**config.mk**
```make
export PLATFORM = sky130hd
export DESIGN_NAME = unsigned_shift_add_multiplier
export DESIGN_NICKNAME = d
export VERILOG_FILES = /design/src/rtl/alu_pkg.sv /design/src/rtl/unsignedripplecarryadder.sv /design/src/rtl/unsigned_shift_add_multiplier.sv
export SDC_FILE = /design/constraint.sdc
export NUM_CORES = 1
export LEC_CHECK = 0
export ABC_AREA = 1
export CORE_MARGIN = 3
export CORE_UTILIZATION = 55
export DETAILED_ROUTE_END_ITERATION = 8
export PLACE_DENSITY = 0.91
export SLEW_MARGIN = 20
export SYNTH_ARGS = -nofsm -noshare
export SYNTH_HDL_FRONTEND = slang
export SYNTH_SLANG_ARGS = --single-unit
```
**constraint.sdc**
```tcl
create_clock -name clk -period 4.8 [get_ports clk]
set_input_delay 0.96 -clock clk [delete_from_list [all_inputs] [get_ports clk]]
set_output_delay 0.96 -clock clk [all_outputs]
set_load 0.01 [all_outputs]
```
**src/rtl/alu_pkg.sv**
```systemverilog
// Shared definitions for the sequential ALU blocks: multiplier state encoding and a clog2 helper.
package alu_pkg;

    typedef enum logic [1:0] {
        MUL_IDLE = 2'd0,
        MUL_RUN  = 2'd1,
        MUL_DONE = 2'd2
    } mul_state_e;

    // Ceiling log2 for sizing counters; values of 0 and 1 need no address bits.
    function automatic int unsigned clog2(input int unsigned value);
        int unsigned result;
        int unsigned v;
        result = 0;
        if (value > 1) begin
            v = value - 1;
            while (v > 0) begin
                result = result + 1;
                v      = v >> 1;
            end
        end
        return result;
    endfunction

endpackage

```
**src/rtl/unsignedripplecarryadder.sv**
```systemverilog
// Unsigned ripple-carry adder: sum = a + b + cin, with carry-out.
module unsignedripplecarryadder #(
    parameter int unsigned size = 4
) (
    input  logic [size-1:0] a,
    input  logic [size-1:0] b,
    input  logic            cin,
    output logic [size-1:0] sum,
    output logic            cout
);

    logic [size:0] carry;

    always_comb begin
        carry[0] = cin;
        sum      = '0;
        for (int i = 0; i < int'(size); i++) begin
            sum[i]       = a[i] ^ b[i] ^ carry[i];
            carry[i + 1] = (a[i] & b[i]) | (carry[i] & (a[i] ^ b[i]));
        end
        cout = carry[size];
    end

endmodule

```
**src/rtl/unsigned_shift_add_multiplier.sv**
```systemverilog
// Sequential unsigned multiplier: one add-and-shift step per cycle through a shared ripple-carry adder.
// Produces a registered 2*SIZE-bit product SIZE+1 edges after start is accepted.
module unsigned_shift_add_multiplier
    import alu_pkg::*;
#(
    parameter int unsigned SIZE = 4
) (
    input  logic                clk,
    input  logic                rst_n,
    input  logic                start,
    input  logic [SIZE-1:0]     a,
    input  logic [SIZE-1:0]     b,
    output logic                busy,
    output logic                done,
    output logic [2*SIZE-1:0]   product
);

    localparam int unsigned ACC_W = 2 * SIZE;
    localparam int unsigned CNT_W = clog2(SIZE) + 1;

    mul_state_e         state_q, state_d;
    logic [SIZE-1:0]    mcand_q, mcand_d;
    logic [SIZE-1:0]    mplr_q, mplr_d;
    logic [SIZE-1:0]    acc_hi_q, acc_hi_d;
    logic [SIZE-1:0]    acc_lo_q, acc_lo_d;
    logic [CNT_W-1:0]   count_q, count_d;
    logic [ACC_W-1:0]   product_q, product_d;
    logic               busy_q, busy_d;
    logic               done_q, done_d;

    logic [SIZE-1:0]    addend_c;
    logic [SIZE-1:0]    sum_c;
    logic               cout_c;
    logic [ACC_W-1:0]   acc_next_c;

    assign addend_c = mplr_q[0] ? mcand_q : '0;

    unsignedripplecarryadder #(
        .size (SIZE)
    ) u_adder (
        .a    (acc_hi_q),
        .b    (addend_c),
        .cin  (1'b0),
        .sum  (sum_c),
        .cout (cout_c)
    );

    // Carry-out becomes the new accumulator MSB; acc_lo[0] falls off the bottom.
    assign acc_next_c = ACC_W'({cout_c, sum_c, acc_lo_q} >> 1);

    always_comb begin
        state_d   = state_q;
        mcand_d   = mcand_q;
        mplr_d    = mplr_q;
        acc_hi_d  = acc_hi_q;
        acc_lo_d  = acc_lo_q;
        count_d   = count_q;
        product_d = product_q;

        case (state_q)
            MUL_IDLE, MUL_DONE: begin
                if (start) begin
                    mcand_d  = a;
                    mplr_d   = b;
                    acc_hi_d = '0;
                    acc_lo_d = '0;
                    count_d  = '0;
                    state_d  = MUL_RUN;
                end else begin
                    state_d  = MUL_IDLE;
                end
            end
            MUL_RUN: begin
                {acc_hi_d, acc_lo_d} = acc_next_c;
                mplr_d  = mplr_q >> 1;
                count_d = count_q + CNT_W'(1);
                if (count_q == CNT_W'(SIZE - 1)) begin
                    product_d = acc_next_c;
                    state_d   = MUL_DONE;
                end
            end
            default: begin
                state_d = MUL_IDLE;
            end
        endcase

        busy_d = (state_d == MUL_RUN);
        done_d = (state_d == MUL_DONE);
    end

    always_ff @(posedge clk or negedge rst_n) begin
        if (!rst_n) begin
            state_q   <= MUL_IDLE;
            mcand_q   <= '0;
            mplr_q    <= '0;
            acc_hi_q  <= '0;
            acc_lo_q  <= '0;
            count_q   <= '0;
            product_q <= '0;
            busy_q    <= 1'b0;
            done_q    <= 1'b0;
        end else begin
            state_q   <= state_d;
            mcand_q   <= mcand_d;
            mplr_q    <= mplr_d;
            acc_hi_q  <= acc_hi_d;
            acc_lo_q  <= acc_lo_d;
            count_q   <= count_d;
            product_q <= product_d;
            busy_q    <= busy_d;
            done_q    <= done_d;
        end
    end

    assign busy    = busy_q;
    assign done    = done_q;
    assign product = product_q;

endmodule

```
Word-level counts from Yosys, hierarchy flattened:

Index checks and enable logic that the tools add are counted.

* register bits: 31
* word-level logic and storage cells: 50
* input port bits: 11
* output and inout bits: 10

* add/sub/neg operators: 1
* mux-type cells: 11
* eq/ne operators: 6
* bitwise logic cells: 17
* reductions and logical operators: 6

Operators by type and width (number)
* $pmux W4 S2: 3
* $mux W4: 3
* $and A1 B1 Y1: 7
* $xor A1 B1 Y1: 7
* $pmux W3 S2: 1
* $reduce_and A2 Y1: 3
* $eq A2 B1 Y1 const B: 2
* $eq A2 B2 Y1 const B: 2
* $pmux W2 S2: 1
* $add A3 B1 Y3 const B: 1
* $eq A3 B2 Y1 const B: 1
* $mux W3: 1
* $or A1 B1 Y1: 3
* $logic_not A2 Y1: 1
* $mux W2: 1
* $ne A2 B2 Y1 const B: 1
* $reduce_bool A2 Y1: 1
* $reduce_or A2 Y1: 1
* $mux W1: 1

Longest topological paths before layout:

Gate-level depths: netlist (run 1).

* depth in word-level cells: 9
* mapped depth: 9
* mapped depth without buffers: 9

By module:

Synthesis (run 1) repeated with hierarchy kept, for this count alone.

* cells, all modules: 154
* area, all modules: 1356.3 µm²

Modules (own cells, without submodules)
* unsigned_shift_add_multiplier: area an instance 1238.7 µm², seq. area each 750.7 µm², times used 1, cells each 140
* unsignedripplecarryadder: area an instance 117.6 µm², seq. area each 0.0 µm², times used 1, cells each 14

Least setup slack after synthesis (run 1):

OpenSTA, ideal clock, no wires.

* path type: register -> register
* start point: register mplr_q[0]
* end point: register acc_hi_q[2]
* arrival time: 2.228 ns
* path slack: 2.507 ns
* setup time: 0.065 ns
* clock period less this slack: 2.293 ns
* required time: 4.735 ns
* cell stages (with the launch flop): 10
* buffers on the path: 0
* cell sequence: dfrtp_1 -> nand2_1 -> inv_1 -> ha_1 -> fa_1 -> fa_1 -> inv_1 -> fa_1 -> or2_2 -> nand2_1

* word-level cells in the longest chain between the ends: 8
* elaborated cells between the ends (all ways): 13
* those cells by class: 2 x mux; 11 x bitwise

Ends and longest elaborated chain
* from (decl): RTL line unsigned_shift_add_multiplier.sv:23 `logic [SIZE-1:0] mplr_q, mplr_d;`
* from (signal assigned): RTL line unsigned_shift_add_multiplier.sv:105 `mplr_q <= mplr_d;`
* $mux W4 (*): RTL line unsigned_shift_add_multiplier.sv:36 `assign addend_c = mplr_q[0] ? mcand_q : '0;`
* $and A1 B1 Y1 or $xor A1 B1 Y1 (tied branches): RTL line unsignedripplecarryadder.sv:19 `carry[i + 1] = (a[i] & b[i]) | (carry[i] & (a[i] ^ b[i]));`
* $and A1 B1 Y1: RTL line unsignedripplecarryadder.sv:19
* $or A1 B1 Y1: RTL line unsignedripplecarryadder.sv:19
* $and A1 B1 Y1: RTL line unsignedripplecarryadder.sv:19
* $or A1 B1 Y1: RTL line unsignedripplecarryadder.sv:19
* $xor A1 B1 Y1 (*): RTL line unsignedripplecarryadder.sv:18 `sum[i] = a[i] ^ b[i] ^ carry[i];`
* $pmux W4 S2 (*): RTL line unsigned_shift_add_multiplier.sv:60 `case (state_q)`
* to (signal assigned): RTL line unsigned_shift_add_multiplier.sv:106 `acc_hi_q <= acc_hi_d;`
* to (decl): RTL line unsigned_shift_add_multiplier.sv:24 `logic [SIZE-1:0] acc_hi_q, acc_hi_d;`

Mark *: on every way between the ends. The rest lies on a longest branch, timed or not.
A chain may end at the register's enable or synchronous reset.

Worst setup path in the final report (run 1):

Ends and elaborated chain as after synthesis.

==> results of run 1 <==
-- cell families (layout without fill, tap and decap cells) --
family | Yosys count | after routing
buffers and inverters | 23 | 49
adder cells (fa/ha/maj) | 6 | 6
flip-flops | 30 | 30
AND/OR/NAND/NOR | 69 | 69
AO/OA/AOI/OAI | 14 | 14
-- final cells by class --
type / instances / area [µm²] / area share [%]
clock buffers: 7 / 45.04 / 2.736
inverters: 21 / 78.83 / 4.787
well taps: 28 / 35.03 / 2.128
multi-input cells: 89 / 529.3 / 32.14
flip-flops and latches: 30 / 750.7 / 45.59
repair buffers: 21 / 207.7 / 12.61
-- routing by layer --
metal / GRT usage [%] / vias to the layer above
met4: 12.20 / 0
met2: 29.22 / 33
met3: 5.800 / 7
met1: 18.26 / 456
li1: - / 481
met5: 0 / -
-- power by group through the flow --
stage	sequential, µW	combinational [µW]	clock, µW
floorplan	424	323	0
global placement	415	442	0
detailed placement	421	462	0
CTS	417	465	136
global route	429	518	146
finish	418	457	134
-- placed cells by master, fill, tap and decap left out, types with 2 or more instances in the layout --
cell type        count
clkdlybuf4s50_1     20
fa_1                 3
o21ai_0              2
ha_1                 3
clkbuf_4             5
dfrtp_1             30
o21ai_2             11
or2_2                3
nand2_1             55
inv_2                2
clkbuf_1             2
inv_1               19
nand2_2              2
nand3_1              3
nand3_2              3
-- how the worst min path moves through the flow --
stage	cells past startpoint	from	slack (ns)	end
floorplan	2	count_q[1]$_DFFE_PN0P_	0.45	count_q[1]$_DFFE_PN0P_
global placement	2	count_q[1]$_DFFE_PN0P_	0.46	count_q[1]$_DFFE_PN0P_
detailed placement	2	mcand_q[3]$_DFFE_PN0N_	0.47	mcand_q[3]$_DFFE_PN0N_
CTS	2	mcand_q[3]$_DFFE_PN0N_	0.49	mcand_q[3]$_DFFE_PN0N_
global route	2	product[3]$_DFFE_PN0P_	0.50	product[3]$_DFFE_PN0P_
finish	2	mcand_q[3]$_DFFE_PN0N_	0.49	mcand_q[3]$_DFFE_PN0N_
-- worst min-delay path, delay by kind of cell (launching register included) --
family / cells / cell delay, ns
and+or+nand+nor: 2 / 0.11
DFF: 1 / 0.35
-- through the flow --
stage / instance area (µm²) / hold slack [ns] / instances / util [%] / total power (µW)
floorplan: 1381 / 0.4459 / 142 / - / 746.5
global placement: 1602 / 0.4628 / 189 / 69.72 / 856.6
detailed placement: 1602 / 0.4694 / 189 / 69.72 / 883.3
CTS: 1647 / 0.4912 / 196 / 71.68 / 1018
global route: 1647 / 0.5049 / 196 / 71.68 / 1093
finish: 1647 / 0.4892 / 196 / 71.68 / 1009
-- state kept, by name, summed over array words and instances (netlist names) --
name,cells
mplr_q,4
count_q,3
done,1
acc_hi_q,4
acc_lo_q,3
busy,1
state_q,2
product,8
mcand_q,4
==> results_dict.tcl, run 1 <==
set metrics [dict create \
    status "complete, no violations" \
    async_flop_share_pct 100.0 \
    grt_max_degree 31 \
    yosysSeqAreaShare_pct 54.35 \
    reg2reg_from "mplr_q[0]$_DFFE_PN0P_" \
    synth_compound_area_share_pct 8.877 \
    drt_first_pass_iters 4 \
    slew_headroom_pct 75.45 \
    route.met3.wl_um 160 \
    top_layer_used "met4" \
    cp_max_fo 5 \
    p_per_area_nw_per_um2 613.0 \
    num_antenna_cells 0 \
    cpPeakStageDelay_ns 0.43 \
    start_util_pct 60.13 \
    clockBufferDepth 2 \
    htree_levels 2 \
    max_freq_mhz 414.2 \
    nFillCells 182 \
    setup_ws_ns 2.385 \
    muxShareOfSynthArea_pct 0 \
    drv_cap 0 \
    drc 0 \
    place_congestion 0.7228 \
    critPathSlowestCell "fa_1" \
    die-area_um2 3149 \
    dp_hpwl_um 1757 \
    hold_viol_final 0 \
    routed_wl_um 2377 \
    synth_xor_area_share_pct 0 \
    slew_viol_final 0 \
    r2r_end "acc_hi_q[2]$_DFFE_PN0P_" \
    cts.clk_slew.worst_paths_ns 0.08 \
    antenna_found_initial 0 \
    arrival_ns 2.68 \
    wire_per_inst_um 12.13 \
    cp.required_ns 5.06 \
    setup_tns_ns 0 \
    setup_violations 0 \
    hold_class "reg -> reg" \
    rsz0062_at_grt "false" \
    cts_root_buf "clkbuf_4" \
    fin_crit_sh_pct 50.30 \
    syn_avg_cell_area_um2 9.728 \
    grt_pass1_vias 965 \
    cts_resized 0 \
    synth_area_um2 1381 \
    yosysTopAreaCell "dfrtp_1" \
    worst-setup-path-type "reg -> reg" \
    path_depth 9 \
    wl_met2_um 1168 \
    netlist_instances 142 \
    cts_tree "done" \
    grt.total_usage_pct 17.47 \
    p_leak_uw 0.0008657 \
    die_width_um 56.12 \
    critPathLaunchType "flip-flop" \
    endpoint "acc_hi_q[2]$_DFFE_PN0P_" \
    crit_chain "nand2_1 -> inv_1 -> ha_1 -> fa_1 -> fa_1 -> inv_1 -> fa_1 -> or2_2 -> nand2_1" \
    overflow 0 \
    area_growth_pct 19.20 \
    fin_crit_ns 2.415 \
    cpMostUsedCell "fa_1" \
    synth_edf_count 0 \
    rows 17 \
    yosysWarnings 0 \
    yosysMostFrequentCell "nand2_1" \
    seq_power_share_pct 41.4 \
    synth-main-ff-cell "dfrtp_1" \
    clock_power_share_pct 13.3 \
    drtIter0Drc 31 \
    synthSimpleGateAreaFrac_pct 22.37 \
    vdd_drop_max_mv 0.3978 \
    tightestPinTransition_ns 0.3669 \
    pwr-share-comb_pct 45.3 \
    ys_ff_latch 30 \
    cts_setup_buffers 0 \
    die_h_um 56.12 \
    grt_pass1_wl_um 4050 \
    vias_per_cell 4.985 \
    met1_length_um 982 \
    cp-end-kind "flip-flop" \
    synth_fp_nets 159 \
    pin_count 21 \
    synthAdderAreaFrac_pct 7.065 \
    synth_common_cells "nand2_1 (55), dfrtp_1 (30), inv_1 (19), o21ai_2 (11)" \
    p_int_uw 599.5 \
    synth_top_family_by_area "simple AND/OR/NAND/NOR gates" \
    cts_buffers 5 \
    cts.hold.buffers_added 0 \
    drive_above_1_share_pct 17.86 \
    power.switching_uw 409.9 \
    vias 977 \
    skew_ns 0.007723 \
    fin_nets 185 \
    synth_area_leaders "dfrtp_1 (54%), nand2_1 (15%), o21ai_2 (7.0%)" \
    rrSetupSlack_ns 2.39 \
    switching_share_pct 40.61 \
    crit_buf_inv 2 \
    core_area_um2 2297 \
    numPortBuffers 20 \
    clk_latency_ns 0.32 \
    r2r_cells 9 \
    ant_nets 0 \
    yosys.cell_types.count 17 \
    cts_num_sinks 30 \
    synth_top_area_share_pct 54.35 \
    startpoint "mplr_q[0]$_DFFE_PN0P_" \
    pre_cts_slack_ns 2.399 \
    crit_family "adder cells" \
]
No activity file was read; power rests on OpenSTA's default activity.
==> inputs of run 2 (changes only) <==
Settings changed: CORE_UTILIZATION 55 to 52, PLACE_DENSITY 0.91 to 0.87.
Clock period 4.8 ns to 2.3 ns, I/O delays scaled along.
==> run 2 against run 1 <==
Compared with the run above: sequential share of layout area shrank 1.6 points; first-iteration DRC count grew 71%; design area grew 3.7%; core utilization shrank 3.4 points; combinational power grew 130%; register-to-register slack lost 2.3 ns; global-route usage grew 1.2 points; cell count grew 3.6%; routed wire length grew 5.8%; critical path depth is the same; non-clock buffer count grew 4; critical path type unchanged; count of clock-buffer cells in the layout shrank 1.
==> results_dict.tcl, run 2 (same netlist as run 1, synthesis figures left out) <==
set metrics [dict create \
    status "complete, no violations" \
    wire_per_inst_um 12.39 \
    drc 0 \
    cts_num_sinks 30 \
    cts_root_buf "clkbuf_4" \
    grt_pass1_vias 1041 \
    rows 18 \
    finalPower_uw 2242 \
    dp_hpwl_um 1741 \
    place_congestion 0.8255 \
    routed_wl_um 2515 \
    dp.cells 194 \
    largest_reg_flops 8 \
    clockBufferDepth 2 \
    ant_nets 0 \
    grt_max_degree 31 \
    cts.clk_slew.worst_paths_ns 0.10 \
    drt_first_pass_iters 4 \
    arrival_ns 2.52 \
    grt.total_usage_pct 18.63 \
    slew_viol_final 0 \
    area_growth_pct 23.64 \
    cp-end-kind "flip-flop" \
    fin_crit_ns 2.230 \
    max_freq_mhz 448.5 \
    vias_per_cell 4.877 \
    fin_nets 189 \
    slew_headroom_pct 74.63 \
    numPortBuffers 20 \
    die_h_um 57.54 \
    cts_tree "done" \
    drive_above_1_share_pct 23.70 \
    overflow 0 \
    cp.required_ns 2.59 \
    core_area_um2 2500 \
    die-area_um2 3311 \
    skew_ns 0.01636 \
    vdd_drop_max_mv 1.045 \
    cts_buffers 5 \
    num_antenna_cells 0 \
    multi_input_area_um2 539.3 \
    p_per_area_nw_per_um2 1313 \
    pin_count 21 \
    htree_levels 2 \
    nFillCells 213 \
    setup_violations 0 \
    antenna_found_initial 0 \
    mostFrequentLayoutCells "nand2_1 (55), dfrtp_1 (30), clkdlybuf4s50_1 (20), inv_1 (18), o21ai_2 (11)" \
    fin_cells 203 \
    cts.hold.buffers_added 0 \
    drtIter0Drc 53 \
    critPathLaunchType "flip-flop" \
    start_util_pct 55.26 \
    worst-setup-path-type "reg -> reg" \
    hold_class "in -> async" \
    die_width_um 57.54 \
    rsz0062_at_grt "false" \
    clk_latency_ns 0.34 \
    fin_crit_sh_pct 96.94 \
    cp_max_fo 2 \
    hold_viol_final 0 \
    drv_cap 0 \
    grt_pass1_wl_um 4478 \
    seq_area_um2 750.7 \
    p_leak_uw 0.0008883 \
    final_common_cell "nand2_1" \
    vias 990 \
    tightestPinTransition_ns 0.3806 \
]
==> run 2: layer usage <==
layer	track usage, %	up-vias	wire [µm]
li1	-	489	-
met1	21.71	462	1070
met2	28.87	30	1198
met3	7.466	9	156
met4	10.93	0	91
met5	0	-	0
==> run 2: through the flow <==
stage               setup slack (ns)  hold WS (ns)  utilization [%]  TNS [ns]  area (µm²)
floorplan                   0.006719        0.1644                -         0        1381
global route               0.0003590        0.5043            68.32         0        1708
finish                       0.07030        0.4877            68.32         0        1708
CTS                          0.01261        0.4908            68.32         0        1708
global placement             0.02688        0.4598            65.07         0        1627
detailed placement          -0.06532        0.4649            65.07  -0.06532        1627
==> run 2: final timing paths <==
kind / start / endpoint / slack [ns] / cells after the start
max in group asynchronous: rst_n / count_q[0]$_DFFE_PN0P_ / 1.51 / 2
hold / removal: rst_n / product[1]$_DFFE_PN0P_ / 0.49 / 2
setup reg to reg: mplr_q[0]$_DFFE_PN0P_ / acc_hi_q[2]$_DFFE_PN0P_ / 0.07 / 9
hold reg to reg: product[3]$_DFFE_PN0P_ / product[3]$_DFFE_PN0P_ / 0.49 / 2
min in group clk: product[3]$_DFFE_PN0P_ / product[3]$_DFFE_PN0P_ / 0.49 / 2
setup / recovery: mplr_q[0]$_DFFE_PN0P_ / acc_hi_q[2]$_DFFE_PN0P_ / 0.07 / 9
==> run 2: layout make-up <==
class / instances / share of cell area, %
clock buffer: 6 / 3.004
clock inverter: 2 / 0.7326
inverter: 21 / 4.615
multi-input combinational: 89 / 31.58
sequential: 30 / 43.96
tap: 30 / 2.198
timing repair buffer: 25 / 13.92
==> run 2: critical path: stages, from the launching register on <==
cell and delay [ns]:
dfrtp_1 0.41, buf_4 0.14, nand2_1 0.06, inv_1 0.07, fa_2 0.37, fa_2 0.34, inv_2 0.06, fa_1 0.42
or2_4 0.26, nand2_1 0.06
==> run 2: timing repair <==
item | in CTS | in global routing
resized for setup | 5 | 0
hold endpoints to repair | 0 | 0
setup endpoints to repair | 1 | 2
setup buffers | 1 | 0
pin swaps | 4 | 3
==> run 2: where the power goes <==
part           switching [µW]  total, µW  internal, µW  leakage (µW)
Clock                     194        341           147     0.0000343
Combinational             580       1030           453      0.000470
Sequential                130        868           739      0.000384
==> inputs of run 3 (changes only) <==
Settings changed: CORE_UTILIZATION 52 to 55, PLACE_DENSITY 0.87 to 0.91.
Clock period 2.3 ns to 2.83 ns, I/O delays scaled along.
==> run 3 against run 2 <==
Compared with the run above: design area shrank 3.6%; via count grew 0.30%; hold slack lost 0.0019 ns; count of clock-buffer cells in the layout grew 1; largest power group unchanged; sequential power shrank 19%; first-iteration DRC count shrank 70%; sequential cell count is the same; die area shrank 4.9%.
==> results_dict.tcl, run 3 (same netlist as run 1, synthesis figures left out) <==
set metrics [dict create \
    overflow 0 \
    fin_crit_sh_pct 84.94 \
    whs_ns 0.4858 \
    cts_root_buf "clkbuf_4" \
    dp_hpwl_um 1761 \
    area_growth_pct 19.20 \
    cpPeakStageDelay_ns 0.43 \
    status "complete, no violations" \
    drtIter0Drc 16 \
    htree_levels 2 \
    cp-end-kind "flip-flop" \
    fin_cells 196 \
    r2r_end "acc_hi_q[2]$_DFFE_PN0P_" \
    wire_per_inst_um 12.19 \
    max_freq_mhz 416.0 \
    r2r_cells 9 \
    rsz0062_at_grt "false" \
    cts.hold.buffers_added 0 \
    drc 0 \
    fin_crit_ns 2.404 \
    hp-start "acc_lo_q[2]$_DFFE_PN0P_" \
    numPortBuffers 20 \
    pin_count 21 \
    p_per_area_nw_per_um2 1043 \
    drive_above_1_share_pct 17.86 \
    ant_nets 0 \
    path_depth 9 \
    slew_viol_final 0 \
    cts_num_sinks 30 \
    vias_per_cell 5.066 \
    hold_class "reg -> reg" \
    core_area_um2 2297 \
    skew_ns 0.006104 \
    largest_reg_flops 8 \
    final_common_cell "nand2_1" \
    arrival_ns 2.67 \
    cts_setup_buffers 0 \
    critPathLaunchType "flip-flop" \
    crit_chain "nand2_1 -> inv_1 -> ha_1 -> fa_1 -> fa_1 -> inv_1 -> fa_1 -> or2_2 -> nand2_1" \
    clk_latency_ns 0.32 \
    routed_wl_um 2390 \
    grt_pass1_wl_um 4057 \
    worst-setup-path-type "reg -> reg" \
    mostFrequentLayoutCells "nand2_1 (55), dfrtp_1 (30), clkdlybuf4s50_1 (20), inv_1 (19), o21ai_2 (11)" \
    start_util_pct 60.13 \
    grt.total_usage_pct 17.50 \
    setup_violations 0 \
    reg2reg_from "mplr_q[0]$_DFFE_PN0P_" \
    fin_nets 185 \
    cp_max_fo 5 \
    critPathSlowestCell "fa_1" \
    die-area_um2 3149 \
    cts_tree "done" \
    die_width_um 56.12 \
    num_antenna_cells 0 \
    crit_family "adder cells" \
    rows 17 \
    cts_resized 0 \
    startpoint "mplr_q[0]$_DFFE_PN0P_" \
    dp.cells 189 \
    place_congestion 0.7674 \
    slew_headroom_pct 75.34 \
    vdd_drop_max_mv 0.6295 \
    drv_cap 0 \
    cts_buffers 5 \
    p_leak_uw 0.0008657 \
    rrSetupSlack_ns 0.43 \
    cpMostUsedCell "fa_1" \
    die_h_um 56.12 \
    antenna_found_initial 0 \
    cts.clk_slew.worst_paths_ns 0.08 \
    clockBufferDepth 2 \
    cp.required_ns 3.10 \
    grt_max_degree 31 \
    crit_buf_inv 2 \
    grt_pass1_vias 947 \
    hold_viol_final 0 \
    tightestPinTransition_ns 0.3699 \
    drt_first_pass_iters 4 \
    setup_tns_ns 0 \
    vias 993 \
    endpoint "acc_hi_q[2]$_DFFE_PN0P_" \
]
run 3: tightest hold or removal path: cells and delay by family, from the launching register on:
kind	cells	cell delay [ns]
flops	1	0.35
compound gates	1	0.05
simple gates	1	0.06
run 3: worst min path at each step:
stage / endpoint / slack, ns / depth (start not counted)
after floorplan: acc_hi_q[0]$_DFFE_PN0P_ / 0.27 / 0
after global placement: count_q[1]$_DFFE_PN0P_ / 0.46 / 2
after detailed placement: mcand_q[2]$_DFFE_PN0N_ / 0.47 / 2
after CTS: acc_lo_q[1]$_DFFE_PN0P_ / 0.49 / 2
after global routing: mcand_q[3]$_DFFE_PN0N_ / 0.52 / 2
final: acc_lo_q[1]$_DFFE_PN0P_ / 0.49 / 2
run 3: area by class of cell:
type | instances | area (µm²)
Clock buffer | 7 | 45.04
Fill cell | 187 | 650.6
Inverter | 21 | 78.83
Multi-Input combinational cell | 89 | 529.3
Sequential cell | 30 | 750.7
Tap cell | 28 | 35.03
Timing Repair Buffer | 21 | 207.7
run 3: power breakdown:
part / switching, µW / internal [µW]
Clock: 132 / 93.4
Sequential: 105 / 601
Combinational: 463 / 324
Total: 699 / 1020
run 3: metal layers:
metal | track usage (%) | share of wire (%)
met1 | 19.73 | 42
met2 | 27.05 | 49
met3 | 7.657 | 6.7
met4 | 10.85 | 1.9
met5 | 0 | 0
run 3: stage by stage:
stage,power [µW],util (%),worst slack (ns),cell area (µm²)
5_1_grt,1870,71.68,0.2718,1647
3_3_place_gp,1454,69.72,0.5001,1602
2_1_floorplan,1266,-,0.5367,1381
6_report,1717,71.68,0.4262,1647
4_1_cts,1735,71.68,0.4127,1647
3_5_place_dp,1507,69.72,0.4208,1602
